<file path="src/rtl/icache_controller.sv">
// Direct-mapped instruction cache controller: block fill on miss, word select on hit.
// Optional hit/miss statistics counters are enabled with `define ICACHE_STATS_EN.
module icache_controller #(
    parameter int unsigned TAG_W   = 3,
    parameter int unsigned INDEX_W = 3,
    parameter int unsigned ADDR_W  = 10
) (
    input  logic                     CLK,
    input  logic                     RESET,
    input  logic                     READ_EN,
    input  logic [ADDR_W-1:0]        PC_ADDR,
    output logic [31:0]              INSTRUCTION,
    output logic                     BUSYWAIT,
    output logic                     MEM_READ,
    output logic [TAG_W+INDEX_W-1:0] MEM_ADDRESS,
    input  logic [127:0]             MEM_READDATA,
    input  logic                     MEM_BUSYWAIT
`ifdef ICACHE_STATS_EN
    ,
    output logic [15:0]              HIT_COUNT,
    output logic [15:0]              MISS_COUNT
`endif
);

    localparam int unsigned Blocks = 2 ** INDEX_W;
    localparam int unsigned BlkW   = TAG_W + INDEX_W;

    typedef enum logic [1:0] {
        StIdle,
        StMemRead,
        StUpdate
    } state_e;

    state_e state_q, state_d;

    logic [Blocks-1:0] valid_q;
    logic [TAG_W-1:0]  tag_q  [Blocks];
    logic [127:0]      data_q [Blocks];

    logic [BlkW-1:0]   miss_addr_q, miss_addr_d;
    logic [127:0]      fill_q, fill_d;

    logic [TAG_W-1:0]   pc_tag;
    logic [INDEX_W-1:0] pc_idx;
    logic [INDEX_W-1:0] miss_idx;
    logic [TAG_W-1:0]   miss_tag;
    logic [127:0]       cur_blk;
    logic               hit;

    // Byte offset bits never affect a word fetch.
    logic unused_pc_bits;
    assign unused_pc_bits = ^PC_ADDR[1:0];

    assign pc_tag   = PC_ADDR[ADDR_W-1 -: TAG_W];
    assign pc_idx   = PC_ADDR[4 +: INDEX_W];
    assign miss_idx = miss_addr_q[INDEX_W-1:0];
    assign miss_tag = miss_addr_q[BlkW-1 -: TAG_W];
    assign cur_blk  = data_q[pc_idx];
    assign hit      = READ_EN && valid_q[pc_idx] && (tag_q[pc_idx] == pc_tag);

    always_comb begin
        INSTRUCTION = 32'h0;
        if (hit) begin
            unique case (PC_ADDR[3:2])
                2'd0: INSTRUCTION = cur_blk[31:0];
                2'd1: INSTRUCTION = cur_blk[63:32];
                2'd2: INSTRUCTION = cur_blk[95:64];
                2'd3: INSTRUCTION = cur_blk[127:96];
                default: INSTRUCTION = 32'h0;
            endcase
        end
    end

    always_comb begin
        state_d     = state_q;
        miss_addr_d = miss_addr_q;
        fill_d      = fill_q;
        BUSYWAIT    = 1'b0;
        MEM_READ    = 1'b0;
        MEM_ADDRESS = '0;
        unique case (state_q)
            StIdle: begin
                if (READ_EN && !hit) begin
                    BUSYWAIT    = 1'b1;
                    miss_addr_d = {pc_tag, pc_idx};
                    state_d     = StMemRead;
                end
            end
            StMemRead: begin
                BUSYWAIT    = 1'b1;
                MEM_READ    = 1'b1;
                MEM_ADDRESS = miss_addr_q;
                if (!MEM_BUSYWAIT) begin
                    fill_d  = MEM_READDATA;
                    state_d = StUpdate;
                end
            end
            StUpdate: begin
                BUSYWAIT = 1'b1;
                state_d  = StIdle;
            end
            default: state_d = StIdle;
        endcase
    end

    always_ff @(posedge CLK) begin
        if (RESET) begin
            state_q <= StIdle;
            valid_q <= '0;
        end else begin
            state_q <= state_d;
            if (state_q == StUpdate) begin
                valid_q[miss_idx] <= 1'b1;
            end
        end
    end

    // Tag/data need no reset; validity alone gates their use.
    always_ff @(posedge CLK) begin
        miss_addr_q <= miss_addr_d;
        fill_q      <= fill_d;
        if (!RESET && state_q == StUpdate) begin
            tag_q[miss_idx]  <= miss_tag;
            data_q[miss_idx] <= fill_q;
        end
    end

`ifdef ICACHE_STATS_EN
    logic [15:0] hit_cnt_q, hit_cnt_d;
    logic [15:0] miss_cnt_q, miss_cnt_d;

    always_comb begin
        hit_cnt_d  = hit_cnt_q;
        miss_cnt_d = miss_cnt_q;
        if (state_q == StIdle && hit && hit_cnt_q != 16'hFFFF) begin
            hit_cnt_d = hit_cnt_q + 16'd1;
        end
        if (state_q == StIdle && READ_EN && !hit && miss_cnt_q != 16'hFFFF) begin
            miss_cnt_d = miss_cnt_q + 16'd1;
        end
    end

    always_ff @(posedge CLK) begin
        if (RESET) begin
            hit_cnt_q  <= 16'h0;
            miss_cnt_q <= 16'h0;
        end else begin
            hit_cnt_q  <= hit_cnt_d;
            miss_cnt_q <= miss_cnt_d;
        end
    end

    assign HIT_COUNT  = hit_cnt_q;
    assign MISS_COUNT = miss_cnt_q;
`endif

endmodule

</file>
<file path="config.mk">
export PLATFORM = sky130hd
export DESIGN_NAME = icache_controller
export DESIGN_NICKNAME = d
export VERILOG_FILES = /design/src/rtl/icache_controller.sv
export SDC_FILE = /design/constraint.sdc
export NUM_CORES = 1
export LEC_CHECK = 0
export ABC_AREA = 0
export CORE_MARGIN = 1
export CORE_UTILIZATION = 55
export DETAILED_ROUTE_END_ITERATION = 8
export PLACE_DENSITY_LB_ADDON = 0.15
export SKIP_LAST_GASP = 1
export SLEW_MARGIN = 20
export SYNTH_ARGS = -nofsm -noshare
export SYNTH_HDL_FRONTEND = slang
export SYNTH_SLANG_ARGS = --single-unit
</file>
<file path="constraint.sdc">
create_clock -name CLK -period 31.1 [get_ports CLK]
set_clock_uncertainty 0.1 [all_clocks]
set_input_delay 6.22 -clock CLK [delete_from_list [all_inputs] [get_ports CLK]]
set_output_delay 6.22 -clock CLK [all_outputs]
set_load 0.05 [all_outputs]
</file>
==> impl_metrics.csv, run 1 <==
group,metric,value,unit
outcome,outcome,"complete, no violations",
critical_path,critPathKind,"in -> out",
drt,viasPerCell,6.083,
timing,finalCriticalPeriod,17.09,ns
global_routing,antenna_found_initial,3,
power_and_ir_drop,power.density,65.18,mW/mm²
drt,wl_met2,46.14,mm
critical_path,critPathRequiredTime,24.78,ns
critical_path,crit_fanout,68,
critical_path,crit_family,"buffers and inverters",
critical_path,timing.rr.end,"data_q[2][27]$_DFFE_PP_",
power_and_ir_drop,clkPwrFrac,42.5,%
hold_path,hp-class,"reg -> reg",
critical_path,reg2reg_depth,7,
drt,ant_nets,0,
clock_tree,cts_buffers,116,
critical_path,critPathBufInv,4,
clock_tree,cts_setup_buffers,0,
floorplanning,die_area,0.08178,mm²
hold_path,hold_depth,1,
clock_tree,clockRootBuffer,"clkbuf_16",
drt,top_layer,"met5",
synth,ys_seq_area_share,80.48,%
floorplanning,start_util,55.87,%
placement,dp_slack,13.82,ns
clock_tree,cts.htree.levels,3,
clock_tree,ctsHoldBuffers,0,
clock_tree,cts_buffer_depth,3,
timing,worst_pin_slew,1.115,ns
critical_path,worstSetupStartpoint,"PC_ADDR[4]",
power_and_ir_drop,p_switching,0.6648,mW
clock_tree,clock_sinks,1192,
floorplanning,core,0.07939,mm²
drt,met1_length,36.92,mm
critical_path,startpoint_type,"input port",
power_and_ir_drop,ir_drop,49.87,µV
synth,async_flop_share,0,%
synth,syn-cell-area,0.04435,mm²
floorplanning,pin_count,182,
floorplanning,rows,103,
placement,routabilityCongestion,0.7353,
layout,fin_nets,2118,
synth,synth_edf_count,1182,
power_and_ir_drop,p_int,2.678,mW
timing,fin_setup_tns,0,ns
flow_run,drv_cap,0,
layout,drive_gt1_share,26.51,%
layout,insertedDiodeCount,0,
timing,fmax,0.05853,GHz
critical_path,r2r_start,"state_q[0]$_SDFFE_PP0P_",
clock_tree,clk_latency,0.69,ns
critical_path,r2r_slack,27.35,ns
global_routing,grt_pass1_wl,133.4,mm
critical_path,max_stage_delay,0.85,ns
clock_tree,clk_pin_slew,0.06,ns
drt,route.detailed.drc,0,
drt,drtPass1Iterations,5,
hold_path,worstHoldEndpoint,"valid_q[4]$_SDFFE_PP0N_",
drt,wirelength,89.97,mm
global_routing,grt_usage,22.72,%
synth,syn_avg_cell_area,25.65,µm²
drt,wl_met3,4.936,mm
synth,synthFlopType,"edfxtp_1",
floorplanning,die_w,286.0,µm
critical_path,cp_cell_sequence,"buf_8 > buf_4 > buf_4 > mux4_2 > mux4_2 > mux2i_1 > nor2_1 > clkdlybuf4s50_1",
synth,ys_seq_elements,1192,
layout,fin_util,64.60,%
global_routing,overflow,0,
synth,syn_inst,1729,
timing,drv_slew,0,
timing,period_share,54.94,%
power_and_ir_drop,p_leak,16.06,nW
power_and_ir_drop,p_comb_share,4.0,%
placement,dp_hpwl,46.57,mm
synth,synth_fp_nets,1875,
synth,ys_warn_count,0,
synth,synth_cell_type_count,30,
timing,relSlewSlack,25.69,%
drt,vias,19008,
power_and_ir_drop,swShare,19.89,%
timing,rsz0062_at_grt,"no",
global_routing,grt_pass1_vias,20099,
critical_path,endpoint_kind,"output port",
power_and_ir_drop,pwr-share-seq,53.5,%
drt,route.detailed.wl_per_inst,28.79,µm
timing,final-hold-violation-count,0,
clock_tree,cts_tree,"yes",
critical_path,slowest_stage,"buf_4",
timing,setup-violations-final,0,
placement,numPortBuffers,179,
critical_path,cp.arrival,10.77,ns
global_routing,grt_max_degree,133,
layout,syn2layout_area_growth,15.63,%
hold_path,hold_start,"valid_q[4]$_SDFFE_PP0N_",
floorplanning,fp.dieH,286.0,µm
clock_tree,cts_resized,0,
drt,drtIter0Drc,1824,
timing,fin_ws,14.01,ns
per-layer routing:
metal,global-route usage (%),vias up
met4,6.511,2
met5,0,-
met1,31.84,10357
met2,37.77,570
li1,-,7979
met3,3.293,100
synth_stat cells (all sizes together), types with 2 or more instances:
cell	n	area share, %
mux4	326	17
nor2	40	0.34
dfxtp	10	0.45
ha	4	0.11
a31oi	2	0.028
nor4	2	0.028
inv	3	0.025
a21o	8	0.14
buf	47	0.67
clkbuf	36	0.30
and2	7	0.099
mux2i	41	0.93
edfxtp	1182	80
nand2	6	0.051
xnor2	3	0.059
worst reg2reg max path, stage by stage, from the launching register on:
cell and delay [ns]:
dfxtp_1 0.34, inv_1 0.09, ha_1 0.17, nand2b_1 0.22, nor2_4 0.17, buf_4 0.48
buf_4 0.83, buf_4 0.93
stage by stage:
step	area, µm²	cells	hold WS [ns]	total power [mW]
global route	51280	3125	0.3682	3.438
detailed placement	47380	2904	0.3354	1.960
finish	51280	3125	0.3503	3.343
CTS	51280	3125	0.3490	3.373
floorplan	44350	1729	0.3211	1.902
global placement	47380	2904	0.3278	1.957
final cells by class:
cell class                 count  area, µm²
fill                        5186      28100
sequential                  1192      35690
multi-input combinational    451       8282
timing repair buffer         208       2078
clock inverter                91      927.1
clock buffer                 130       2977
tap                         1050       1314
inverter                       3      11.26
sequential cells by signal, summed over array words and instances, names as in the netlist:
signal	cells
valid_q	8
tag_q	24
miss_addr_q	6
state_q	2
data_q	1024
fill_q	128
power by group through the flow:
stage                     Combinational (mW)  Sequential [mW]  Clock [mW]
after floorplan                       0.0819             1.82           0
after global placement                 0.136             1.82           0
after detailed placement               0.136             1.82           0
after CTS                              0.137             1.79        1.45
after global routing                   0.141             1.79        1.51
final                                  0.133             1.79        1.42
cell usage in the layout, fill, tap and decap left out, drive strengths merged:
| master | instances |
|---|---|
| edfxtp | 1182 |
| mux4 | 326 |
| clkdlybuf4s50 | 174 |
| clkbuf | 130 |
| clkinv | 60 |
| mux2i | 41 |
| nor2 | 40 |
| buf | 34 |
| bufinv | 18 |
| dfxtp | 10 |
| a21o | 8 |
| clkinvlp | 8 |
| inv | 8 |
| and2 | 7 |
| nand2 | 6 |
| ha | 4 |
| xnor2 | 3 |
| a31oi | 2 |
| nor4 | 2 |
| mux2 | 1 |
| or4 | 1 |
| and3 | 1 |
| nand3 | 1 |
| nand2b | 1 |
| nand3b | 1 |
| nor2b | 1 |
| a21oi | 1 |
| nor3 | 1 |
| o41ai | 1 |
| a21boi | 1 |
| o2bb2ai | 1 |
worst max-delay path by stage:
stage	end	slack (ns)	cells after the start
final	INSTRUCTION[26]	14.01	8
after global routing	INSTRUCTION[26]	13.56	8
after CTS	INSTRUCTION[26]	13.82	8
after detailed placement	INSTRUCTION[26]	13.82	8
after global placement	INSTRUCTION[15]	13.86	8
after floorplan	data_q[0][0]$_DFFE_PP_	11.36	1
cells by family after synthesis:
group | synth area share [%]
DFF | 80.48
muxes | 17.50
buffers and inverters | 0.9959
and+or+nand+nor | 0.6150
AOI/OAI and AO/OA | 0.2313
adders and majority gates | 0.1128
xor gates and xnor gates | 0.05925
Note: power is estimated with default switching activity, not from simulation.
==> run 2: changes to the inputs <==
==> constraint.sdc (replaced) <==
create_clock -name CLK -period 15.8 [get_ports CLK]
set_clock_uncertainty 0.1 [all_clocks]
set_input_delay 3.16 -clock CLK [delete_from_list [all_inputs] [get_ports CLK]]
set_output_delay 3.16 -clock CLK [all_outputs]
set_load 0.05 [all_outputs]
==> run 2 against run 1 <==
  * Total power increased by 94%
  * Die area unchanged
  * Global-route usage down 0.083 points
  * Wire length hardly changed
  * Non-clock buffer count rose by 2
  * Combinational power increased by 98%
  * Register-to-register slack got worse by 15 ns
  * Utilization shrank 0.19 points
  * Worst setup slack got worse by 9.0 ns
==> impl_metrics.csv, run 2 (synthesis results as in run 1) <==
group,metric,value,unit
outcome,outcome,"complete, no violations",
drt,route.detailed.drc,0,
critical_path,crit_fanout,77,
layout,insertedDiodeCount,0,
layout,drive_gt1_share,25.64,%
clock_tree,cts_setup_buffers,0,
floorplanning,pin_count,182,
critical_path,slowest_stage,"clkdlybuf4s50_1",
hold_path,hp-class,"reg -> reg",
drt,route.detailed.wl_per_inst,28.82,µm
layout,layout_common_cells,"edfxtp_1, mux4_2, clkdlybuf4s50_1",
placement,numPortBuffers,179,
drt,vias,18967,
drt,viasPerCell,6.069,
timing,period_share,68.32,%
flow_run,drv_cap,0,
layout,finalInstanceArea,0.05113,mm²
critical_path,startpoint_type,"input port",
power_and_ir_drop,ir_drop,100.0,µV
power_and_ir_drop,p_int,5.194,mW
layout,fin_nets,2121,
power_and_ir_drop,p_switching,1.279,mW
drt,drtPass1Iterations,5,
critical_path,cp.arrival,7.53,ns
global_routing,antenna_found_initial,2,
floorplanning,core,0.07939,mm²
layout,top_register,"data_q",
placement,dp_slack,4.783,ns
clock_tree,cts.htree.levels,3,
global_routing,grt-busiest-layer,"met2",
critical_path,endpoint_kind,"output port",
placement,routabilityCongestion,0.7272,
clock_tree,clock_sinks,1192,
global_routing,use_met1,32.27,%
timing,rsz0062_at_grt,"no",
global_routing,use_met2,37.27,%
timing,fin_setup_tns,0,ns
timing,drv_slew,0,
layout,biggestRegsByFlops,"data_q (1024), fill_q (128), tag_q (24)",
timing,relSlewSlack,31.67,%
clock_tree,ctsHoldBuffers,0,
global_routing,grt_pass1_wl,133.3,mm
global_routing,grtUsageMet3,3.549,%
timing,fmax,0.09264,GHz
critical_path,crit_family,"buffers and inverters",
drt,ant_nets,0,
layout,syn2layout_area_growth,15.29,%
clock_tree,cts_buffers,117,
power_and_ir_drop,clkPwrFrac,41.5,%
power_and_ir_drop,p_comb_share,4.1,%
layout,largest_register_ffs,1024,
floorplanning,die_w,286.0,µm
critical_path,critPathKind,"in -> out",
clock_tree,cts_buffer_depth,3,
drt,drtIter0Drc,1691,
layout,final_common_cell,"edfxtp_1",
hold_path,hold_start,"valid_q[5]$_SDFFE_PP0N_",
clock_tree,cts_tree,"yes",
drt,wirelength,90.06,mm
global_routing,grt_pass1_vias,19866,
floorplanning,rows,103,
timing,final-hold-violation-count,0,
critical_path,critPathRequiredTime,12.54,ns
power_and_ir_drop,p_leak,16.00,nW
clock_tree,cts_resized,0,
placement,dp_hpwl,47.47,mm
layout,multi_input_area,0.008282,mm²
critical_path,cp_cell_sequence,"buf_8 > buf_4 > buf_4 > mux4_2 > mux4_2 > mux2i_1 > nor2_1 > clkdlybuf4s50_1",
floorplanning,die_area,0.08178,mm²
clock_tree,clk_latency,0.67,ns
power_and_ir_drop,pwr-share-seq,54.4,%
clock_tree,clk_pin_slew,0.06,ns
placement,place_area,0.04738,mm²
floorplanning,start_util,55.87,%
power_and_ir_drop,power.density,126.6,mW/mm²
clock_tree,clockRootBuffer,"clkbuf_16",
global_routing,overflow,0,
layout,seq_area,0.03569,mm²
critical_path,critPathBufInv,4,
critical_path,max_stage_delay,0.75,ns
critical_path,r2r_start,"state_q[0]$_SDFFE_PP0P_",
timing,finalCriticalPeriod,10.79,ns
layout,nFillCells,5185,
floorplanning,fp.dieH,286.0,µm
power_and_ir_drop,swShare,19.76,%
timing,fin_ws,5.006,ns
global_routing,grt_max_degree,157,
critical_path,worstSetupStartpoint,"PC_ADDR[4]",
timing,worst_pin_slew,1.025,ns
timing,setup-violations-final,0,
global_routing,grt_usage,22.64,%
[run 2: cell count changes in the layout (fill, tap and decap cells not counted), sizes merged]
cell,change
clkbuf,+28
clkinv,-10
bufinv,-8
clkinvlp,-7
inv,-5
buf,+2
[run 2: path summary, 6_finish.rpt]
check,cells past startpoint,slack [ns],to
worst min register to register,1,0.35,valid_q[5]$_SDFFE_PP0N_
worst min-delay path,1,0.35,valid_q[5]$_SDFFE_PP0N_
worst max-delay path,8,5.01,INSTRUCTION[26]
worst max register to register,6,12.47,data_q[7][124]$_DFFE_PP_
[run 2: layout make-up]
type | count | share of cell area, %
sequential | 1192 | 69.81
multi-input combinational | 451 | 16.20
clock buffer | 158 | 6.233
timing repair buffer | 210 | 4.069
tap | 1050 | 2.569
clock inverter | 61 | 1.101
inverter | 3 | 0.02202
[run 2: per-layer routing]
metal | vias to the layer above | wire [µm]
met5 | - | 13
met4 | 2 | 1573
met3 | 97 | 5417
met2 | 606 | 45660
met1 | 10284 | 37390
li1 | 7978 | -
[run 2: power groups by stage]
stage	Sequential [mW]	Clock (mW)	Combinational, mW
2_1_floorplan	3.58	0	0.161
3_3_place_gp	3.58	0	0.269
3_5_place_dp	3.59	0	0.269
4_1_cts	3.52	2.74	0.271
5_1_grt	3.53	2.86	0.279
6_report	3.52	2.69	0.264
[run 2: through the flow]
stage	std cells	util, %	hold WS (ns)	power (mW)
4_1_cts	3125	64.41	0.3474	6.532
2_1_floorplan	1729	-	0.3211	3.744
3_3_place_gp	2906	59.69	0.3279	3.854
5_1_grt	3125	64.41	0.3557	6.661
3_5_place_dp	2906	59.69	0.3335	3.859
6_report	3125	64.41	0.3452	6.473
